`src/rtl/dct8_pipe_if.sv`:
```
// Streaming bundle for dct8_pipe: the input vector channel and the result channel.
// The engine takes the slave view; the producer/consumer side takes the master view.
interface dct8_pipe_if #(
  parameter int IN_W  = 8,
  parameter int OUT_W = 12
);
  logic                 in_valid;
  logic                 in_ready;
  logic [8*IN_W-1:0]    in_data;
  logic                 out_valid;
  logic                 out_ready;
  logic [8*OUT_W-1:0]   out_data;

  modport master (
    output in_valid, in_data, out_ready,
    input  in_ready, out_valid, out_data
  );

  modport slave (
    input  in_valid, in_data, out_ready,
    output in_ready, out_valid, out_data
  );
endinterface

```
`src/rtl/dct8_pipe.sv`:
```
// Four-stage pipelined 8-point forward DCT with a global stall and saturating output.
// Optional macro DCT_ROUND_EN: round-half-up in the final scale; otherwise floor.
module dct8_pipe #(
  parameter int IN_W      = 8,
  parameter int OUT_W     = 12,
  parameter int COEF_FRAC = 12
) (
  input  logic      clk,
  input  logic      rst,
  dct8_pipe_if.slave bus
);

  localparam int SW = IN_W + 2;
  localparam int EW = IN_W + 3;
  localparam int AW = IN_W + COEF_FRAC + 6;

  // Reference constants are held at 24 fractional bits and rounded to COEF_FRAC.
  function automatic longint scale_coef(input longint k24);
    if (COEF_FRAC >= 24)
      return k24 <<< (COEF_FRAC - 24);
    else
      return (k24 + (64'sd1 <<< (23 - COEF_FRAC))) >>> (24 - COEF_FRAC);
  endfunction

  localparam logic signed [AW-1:0] K1 = AW'(scale_coef(64'sd8227423));
  localparam logic signed [AW-1:0] K2 = AW'(scale_coef(64'sd7750063));
  localparam logic signed [AW-1:0] K3 = AW'(scale_coef(64'sd6974873));
  localparam logic signed [AW-1:0] K4 = AW'(scale_coef(64'sd5931642));
  localparam logic signed [AW-1:0] K5 = AW'(scale_coef(64'sd4660461));
  localparam logic signed [AW-1:0] K6 = AW'(scale_coef(64'sd3210181));
  localparam logic signed [AW-1:0] K7 = AW'(scale_coef(64'sd1636536));

  localparam logic signed [AW-1:0] OUT_MAX = (AW'(1) <<< (OUT_W - 1)) - AW'(1);
  localparam logic signed [AW-1:0] OUT_MIN = -OUT_MAX - AW'(1);
  localparam logic signed [AW-1:0] RND     = AW'(1) <<< (COEF_FRAC - 1);

  genvar gi;

  logic adv;
  logic v1_reg, v2_reg, v3_reg, v4_reg;

  logic signed [SW-1:0] s1_reg  [4];
  logic signed [SW-1:0] d1_reg  [4];
  logic signed [SW-1:0] s1_next [4];
  logic signed [SW-1:0] d1_next [4];

  logic signed [EW-1:0] e2_reg  [4];
  logic signed [EW-1:0] e2_next [4];
  logic signed [SW-1:0] o2_reg  [4];

  logic signed [AW-1:0] ea [4];
  logic signed [AW-1:0] da [4];
  logic signed [AW-1:0] acc3_reg  [8];
  logic signed [AW-1:0] acc3_next [8];

  logic [OUT_W-1:0] y4_reg  [8];
  logic [OUT_W-1:0] y4_next [8];

  // One stall signal freezes every stage, so order and output stability come for free.
  assign adv           = !v4_reg || bus.out_ready;
  assign bus.in_ready  = adv;
  assign bus.out_valid = v4_reg;

  always_ff @(posedge clk or posedge rst) begin
    if (rst) begin
      v1_reg <= 1'b0;
      v2_reg <= 1'b0;
      v3_reg <= 1'b0;
      v4_reg <= 1'b0;
    end else if (adv) begin
      v1_reg <= bus.in_valid;
      v2_reg <= v1_reg;
      v3_reg <= v2_reg;
      v4_reg <= v3_reg;
    end
  end

  // S1: mirror butterfly on zero-extended unsigned samples.
  for (gi = 0; gi < 4; gi++) begin : g_s1
    logic signed [SW-1:0] xa;
    logic signed [SW-1:0] xb;
    assign xa = {2'b00, bus.in_data[(8-gi)*IN_W-1 -: IN_W]};
    assign xb = {2'b00, bus.in_data[(gi+1)*IN_W-1 -: IN_W]};
    assign s1_next[gi] = xa + xb;
    assign d1_next[gi] = xa - xb;

    always_ff @(posedge clk or posedge rst) begin
      if (rst) begin
        s1_reg[gi] <= '0;
        d1_reg[gi] <= '0;
      end else if (adv) begin
        s1_reg[gi] <= s1_next[gi];
        d1_reg[gi] <= d1_next[gi];
      end
    end
  end

  // S2: even-half butterfly; odd differences ride along untouched.
  assign e2_next[0] = EW'(s1_reg[0]) + EW'(s1_reg[3]);
  assign e2_next[1] = EW'(s1_reg[1]) + EW'(s1_reg[2]);
  assign e2_next[2] = EW'(s1_reg[0]) - EW'(s1_reg[3]);
  assign e2_next[3] = EW'(s1_reg[1]) - EW'(s1_reg[2]);

  for (gi = 0; gi < 4; gi++) begin : g_s2
    always_ff @(posedge clk or posedge rst) begin
      if (rst) begin
        e2_reg[gi] <= '0;
        o2_reg[gi] <= '0;
      end else if (adv) begin
        e2_reg[gi] <= e2_next[gi];
        o2_reg[gi] <= d1_reg[gi];
      end
    end
    assign ea[gi] = AW'(e2_reg[gi]);
    assign da[gi] = AW'(o2_reg[gi]);
  end

  // S3: full-precision constant products; the accumulator is wide enough for every sum.
  always_comb begin
    for (int i = 0; i < 8; i++) acc3_next[i] = '0;
    acc3_next[0] = K4 * (ea[0] + ea[1]);
    acc3_next[4] = K4 * (ea[0] - ea[1]);
    acc3_next[2] = K2 * ea[2] + K6 * ea[3];
    acc3_next[6] = K6 * ea[2] - K2 * ea[3];
    acc3_next[1] = K1 * da[0] + K3 * da[1] + K5 * da[2] + K7 * da[3];
    acc3_next[3] = K3 * da[0] - K7 * da[1] - K1 * da[2] - K5 * da[3];
    acc3_next[5] = K5 * da[0] - K1 * da[1] + K7 * da[2] + K3 * da[3];
    acc3_next[7] = K7 * da[0] - K5 * da[1] + K3 * da[2] - K1 * da[3];
  end

  for (gi = 0; gi < 8; gi++) begin : g_s3
    always_ff @(posedge clk or posedge rst) begin
      if (rst)
        acc3_reg[gi] <= '0;
      else if (adv)
        acc3_reg[gi] <= acc3_next[gi];
    end
  end

  // S4: scale back to integer units and clamp into the signed output range.
  for (gi = 0; gi < 8; gi++) begin : g_s4
    logic signed [AW-1:0] rnd_val;
    logic signed [AW-1:0] shr_val;
`ifdef DCT_ROUND_EN
    assign rnd_val = acc3_reg[gi] + RND;
`else
    assign rnd_val = acc3_reg[gi];
`endif
    assign shr_val = rnd_val >>> COEF_FRAC;

    always_comb begin
      y4_next[gi] = shr_val[OUT_W-1:0];
      if (shr_val > OUT_MAX)
        y4_next[gi] = OUT_MAX[OUT_W-1:0];
      else if (shr_val < OUT_MIN)
        y4_next[gi] = OUT_MIN[OUT_W-1:0];
    end

    always_ff @(posedge clk or posedge rst) begin
      if (rst)
        y4_reg[gi] <= '0;
      else if (adv)
        y4_reg[gi] <= y4_next[gi];
    end

    assign bus.out_data[(8-gi)*OUT_W-1 -: OUT_W] = y4_reg[gi];
  end

  // RND is only consumed by the rounding build.
  logic unused_rnd;
  assign unused_rnd = ^RND;

endmodule

```
`src/flat_wrapper.sv`:
```
// flat-port wrapper written by rule: the top's interface ports become plain ports
module dct8_pipe_flat 
#(
  parameter int IN_W      = 8,
  parameter int OUT_W     = 12,
  parameter int COEF_FRAC = 12
)
  (clk, rst, bus_in_valid, bus_in_data, bus_out_ready, bus_in_ready, bus_out_valid, bus_out_data);
  dct8_pipe_if #(.IN_W(IN_W), .OUT_W(OUT_W)) bus_i ();
  input  logic clk;
  input  logic rst;
  input wire logic [$bits(bus_i.in_valid)-1:0] bus_in_valid;
  input wire logic [$bits(bus_i.in_data)-1:0] bus_in_data;
  input wire logic [$bits(bus_i.out_ready)-1:0] bus_out_ready;
  output wire logic [$bits(bus_i.in_ready)-1:0] bus_in_ready;
  output wire logic [$bits(bus_i.out_valid)-1:0] bus_out_valid;
  output wire logic [$bits(bus_i.out_data)-1:0] bus_out_data;
  assign bus_i.in_valid = bus_in_valid;
  assign bus_i.in_data = bus_in_data;
  assign bus_i.out_ready = bus_out_ready;
  assign bus_in_ready = bus_i.in_ready;
  assign bus_out_valid = bus_i.out_valid;
  assign bus_out_data = bus_i.out_data;
  dct8_pipe #(.IN_W(IN_W), .OUT_W(OUT_W), .COEF_FRAC(COEF_FRAC)) u_core (.clk(clk), .rst(rst), .bus(bus_i));
endmodule
```
`config.mk`:
```
export PLATFORM = sky130hd
export DESIGN_NAME = dct8_pipe_flat
export DESIGN_NICKNAME = d
export VERILOG_FILES = /design/src/rtl/dct8_pipe_if.sv /design/src/rtl/dct8_pipe.sv /design/src/flat_wrapper.sv
export SDC_FILE = /design/constraint.sdc
export NUM_CORES = 2
export LEC_CHECK = 0
export BUFFER_PORTS_ARGS = -buffer_cell sky130_fd_sc_hd__buf_2
export CORE_MARGIN = 1
export CORE_UTILIZATION = 65
export CTS_BUF_LIST = sky130_fd_sc_hd__clkbuf_8
export DETAILED_ROUTE_END_ITERATION = 8
export GPL_ROUTABILITY_DRIVEN = 0
export PLACE_DENSITY = 0.87
export SYNTH_ARGS = -nofsm -noshare
export SYNTH_HDL_FRONTEND = slang
export SYNTH_SLANG_ARGS = --single-unit
```
`constraint.sdc`:
```
create_clock -name clk -period 14.55 [get_ports clk]
set_clock_uncertainty 0.1 [all_clocks]
set_input_delay 2.1825 -clock clk [delete_from_list [all_inputs] [get_ports clk]]
set_output_delay 2.1825 -clock clk [all_outputs]
set_load 0.02 [all_outputs]
```
==> impl_metrics.py <==
metrics = {
    "worst_setup_path": {
        "crit_arrival_ns": 9.43,
        "ff2ff_path_depth": 28,
        "cp_max_fo": 22,
        "endpoint_kind": "flip-flop",
        "r2r-start": "u_core.da[8]$_DFFE_PP0P_",
        "cp_slowest_cell": "ha_1",
        "critPathMaxStageDelay_ns": 0.69,
        "crit_type": "flip-flop to flip-flop",
        "r2r_end": "u_core.g_s4[5].rnd_val[23]$_DFFE_PP0P_",
        "cp-start-kind": "flip-flop",
        "required_ns": 15.13,
        "reg2reg_slack_ns": 5.70,
    },
    "floorplan": {
        "start_util": 0.660,
        "dieArea_um2": 91700,
        "die_w_um": 303,
        "row_count": 109,
        "core-area_um2": 89100,
        "die_h_um": 303,
        "ios": 166,
    },
    "synth": {
        "synth_top_flop_cell": "dfrtp_1",
        "synth_area_um2": 58800,
        "synth_edf_count": 0,
        "yosysSeqAreaShare": 0.149,
        "synth_area_leaders": "ha_1 28%, fa_1 21%, dfrtp_1 15%",
        "ys_seq_elements": 350,
        "synth_cell_types": 82,
        "syn_nets": 8415,
        "syn_inst": 6431,
        "synth_warnings": 0,
        "synth_top_area_share": 0.276,
        "synthArstFlopShare": 1.00,
        "syn_avg_cell_area_um2": 9.14,
        "synth_area_leader_cell": "ha_1",
    },
    "sta": {
        "worst_slew_pin_slew_ns": 1.57,
        "hold_viol": 0,
        "clock.fmax_mhz": 113,
        "slew-limit-headroom": -0.0511,
        "setup_violations": 0,
        "fin_crit_ns": 8.85,
        "fin_ws_ns": 5.70,
        "setup_tns_ns": 0,
        "rsz0062_at_grt": "false",
        "slew_violations": 2,
        "post-route-period-util": 0.608,
    },
    "clock_network": {
        "cts_setup_buffers": 0,
        "cts_buffers": 66,
        "clock_path_buffers": 3,
        "cts_tree": "built",
        "cts.sinks": 350,
        "clk_pin_slew_ns": 0.07,
        "clk_latency_ns": 0.81,
        "cts-hold-fix-buffers": 0,
        "post_cts_resized": 0,
        "htree_levels": 3,
        "cts-root-buf": "clkbuf_8",
    },
    "job": {
        "maxCapViolations": 1,
    },
    "global_routing": {
        "antenna_found_initial": 11,
        "grt_max_degree": 206,
        "grt_pass1_vias": 49300,
        "grt-ovfl-total": 0,
        "grtUsageTotal": 0.371,
        "grt_pass1_wl_mm": 261,
    },
    "hold_path": {
        "holdPathStages": 1,
        "holdPathEnd": "u_core.bus.out_valid$_DFFE_PP0P_",
        "hp-start": "u_core.v3_reg$_DFFE_PP0P_",
        "hp-class": "flip-flop to flip-flop",
    },
    "place": {
        "port-buffer-count": 164,
        "hpwl_mm": 134,
        "post-place-ws_ns": 5.78,
    },
    "route": {
        "drc_errors": 0,
        "routed_wl_mm": 166,
        "firstDrtPassIters": 9,
        "ant_nets": 0,
        "vias": 47400,
        "vias_per_cell": 6.07,
        "drt-initial-drc-count": 3748,
        "routedWlPerCell_um": 21.3,
    },
    "status": {
        "run_status": "finished with violations",
        "failed_checks": "max-capacitance violations, max-slew violations",
    },
    "cells_and_area": {
        "num-fill-cells": 6137,
        "multi_input_area_um2": 44900,
        "seqCellArea_um2": 8760,
        "post-route-util": 0.701,
        "area_growth_pct": 6.13,
        "drive_gt1_frac": 0.0508,
        "largest_register_ffs": 109,
        "final_net_count": 8566,
    },
}
## layer usage
| metal | vias to the layer above | share of wire | GRT usage |
|---|---|---|---|
| met4 | 16 | 0.091 | 0.285 |
| met2 | 2252 | 0.45 | 0.584 |
| met1 | 22800 | 0.36 | 0.420 |
| met3 | 946 | 0.10 | 0.116 |
| li1 | 21400 | - | - |
| met5 | - | 0.00076 | 0.00414 |
## synthesized netlist by cell type, types with 4 or more instances
library cell     n
o211ai_1        16
and2_1          10
or2_2           23
clkbuf_1        96
a41oi_1          6
o31ai_1         41
mux2i_1          8
o21ai_1          6
a211oi_1        19
a21boi_0        20
a22o_1           5
o2111ai_1        8
nor4_1           7
nand2_1        447
a31oi_1         18
or3_1           30
xnor2_1        246
nand4_1         13
fa_1           621
o21bai_1        75
o311ai_0         6
xor2_1         161
a2111oi_0        8
a21o_1         104
dfrtp_1        350
a211o_1         14
o21ai_0        408
inv_1         1261
nor3b_1          9
nor2b_1         54
o41a_1           8
o21a_1          42
nor3_1          58
a22oi_1          4
nor2_1         333
nand3_1         47
o41ai_1          7
ha_1          1295
and3_1          37
nand2b_1        47
a31o_2           5
buf_1            6
and4_1           5
a21oi_1        388
## how the worst max path moves through the flow
stage,start,end,slack [ns]
after floorplan,rst,u_core.bus.out_data[0]$_DFFE_PP0P_,2.56
final,u_core.da[8]$_DFFE_PP0P_,u_core.g_s4[5].rnd_val[23]$_DFFE_PP0P_,5.70
after CTS,u_core.da[8]$_DFFE_PP0P_,u_core.g_s4[5].rnd_val[23]$_DFFE_PP0P_,5.81
after detailed placement,u_core.da[8]$_DFFE_PP0P_,u_core.g_s4[5].rnd_val[23]$_DFFE_PP0P_,5.78
after global routing,u_core.da[60]$_DFFE_PP0P_,u_core.g_s4[5].rnd_val[23]$_DFFE_PP0P_,5.25
after global placement,u_core.da[8]$_DFFE_PP0P_,u_core.g_s4[5].rnd_val[23]$_DFFE_PP0P_,6.14
## cell families after synthesis
family          share of synthesized area
other cells                     0.0000638
simple gates                       0.0864
fa+ha+maj                           0.487
xor+xnor                           0.0606
buf+inv                            0.0874
flops                               0.149
compound gates                      0.128
mux                               0.00174
## metrics by stage
step | hold slack [ns] | std cells | area (um^2)
after detailed placement | 0.349 | 7679 | 60900
final | 0.343 | 7803 | 62400
after floorplan | 0.330 | 6431 | 58800
after CTS | 0.323 | 7799 | 62400
after global routing | 0.386 | 7803 | 62400
after global placement | 0.346 | 7679 | 60900
## placed cells by master (no fill, tap or decap), types with 79 or more instances in the layout
cell type / count
a21oi_1: 388
clkbuf_8: 79
xnor2_1: 246
o21ai_0: 408
nand2_1: 447
buf_2: 164
ha_1: 1295
fa_1: 621
dfrtp_1: 350
xor2_1: 161
a21o_1: 104
inv_1: 1275
nor2_1: 333
## layout make-up
class / count / area share
clock buffer: 79 / 0.0174
timing repair buffer: 187 / 0.0161
multi-input combinational: 4713 / 0.720
inverter: 1264 / 0.0763
tap: 1165 / 0.0234
antenna: 4 / 0.000160
clock inverter: 41 / 0.00668
sequential: 350 / 0.140
## critical path, delay by kind of cell (launching register included)
kind                       cells  cell delay (ns)
and+or+nand+nor                1             0.17
muxes                          1             0.26
DFF                            1             0.32
AOI/OAI and AO/OA              9             2.32
buffers and inverters          7             1.19
xor gates and xnor gates       2             0.39
adders and majority gates      8             4.01
Power is left out: the tool's default activity adds up to more than one toggle a clock period on the data nets, which glitch-free logic cannot reach.
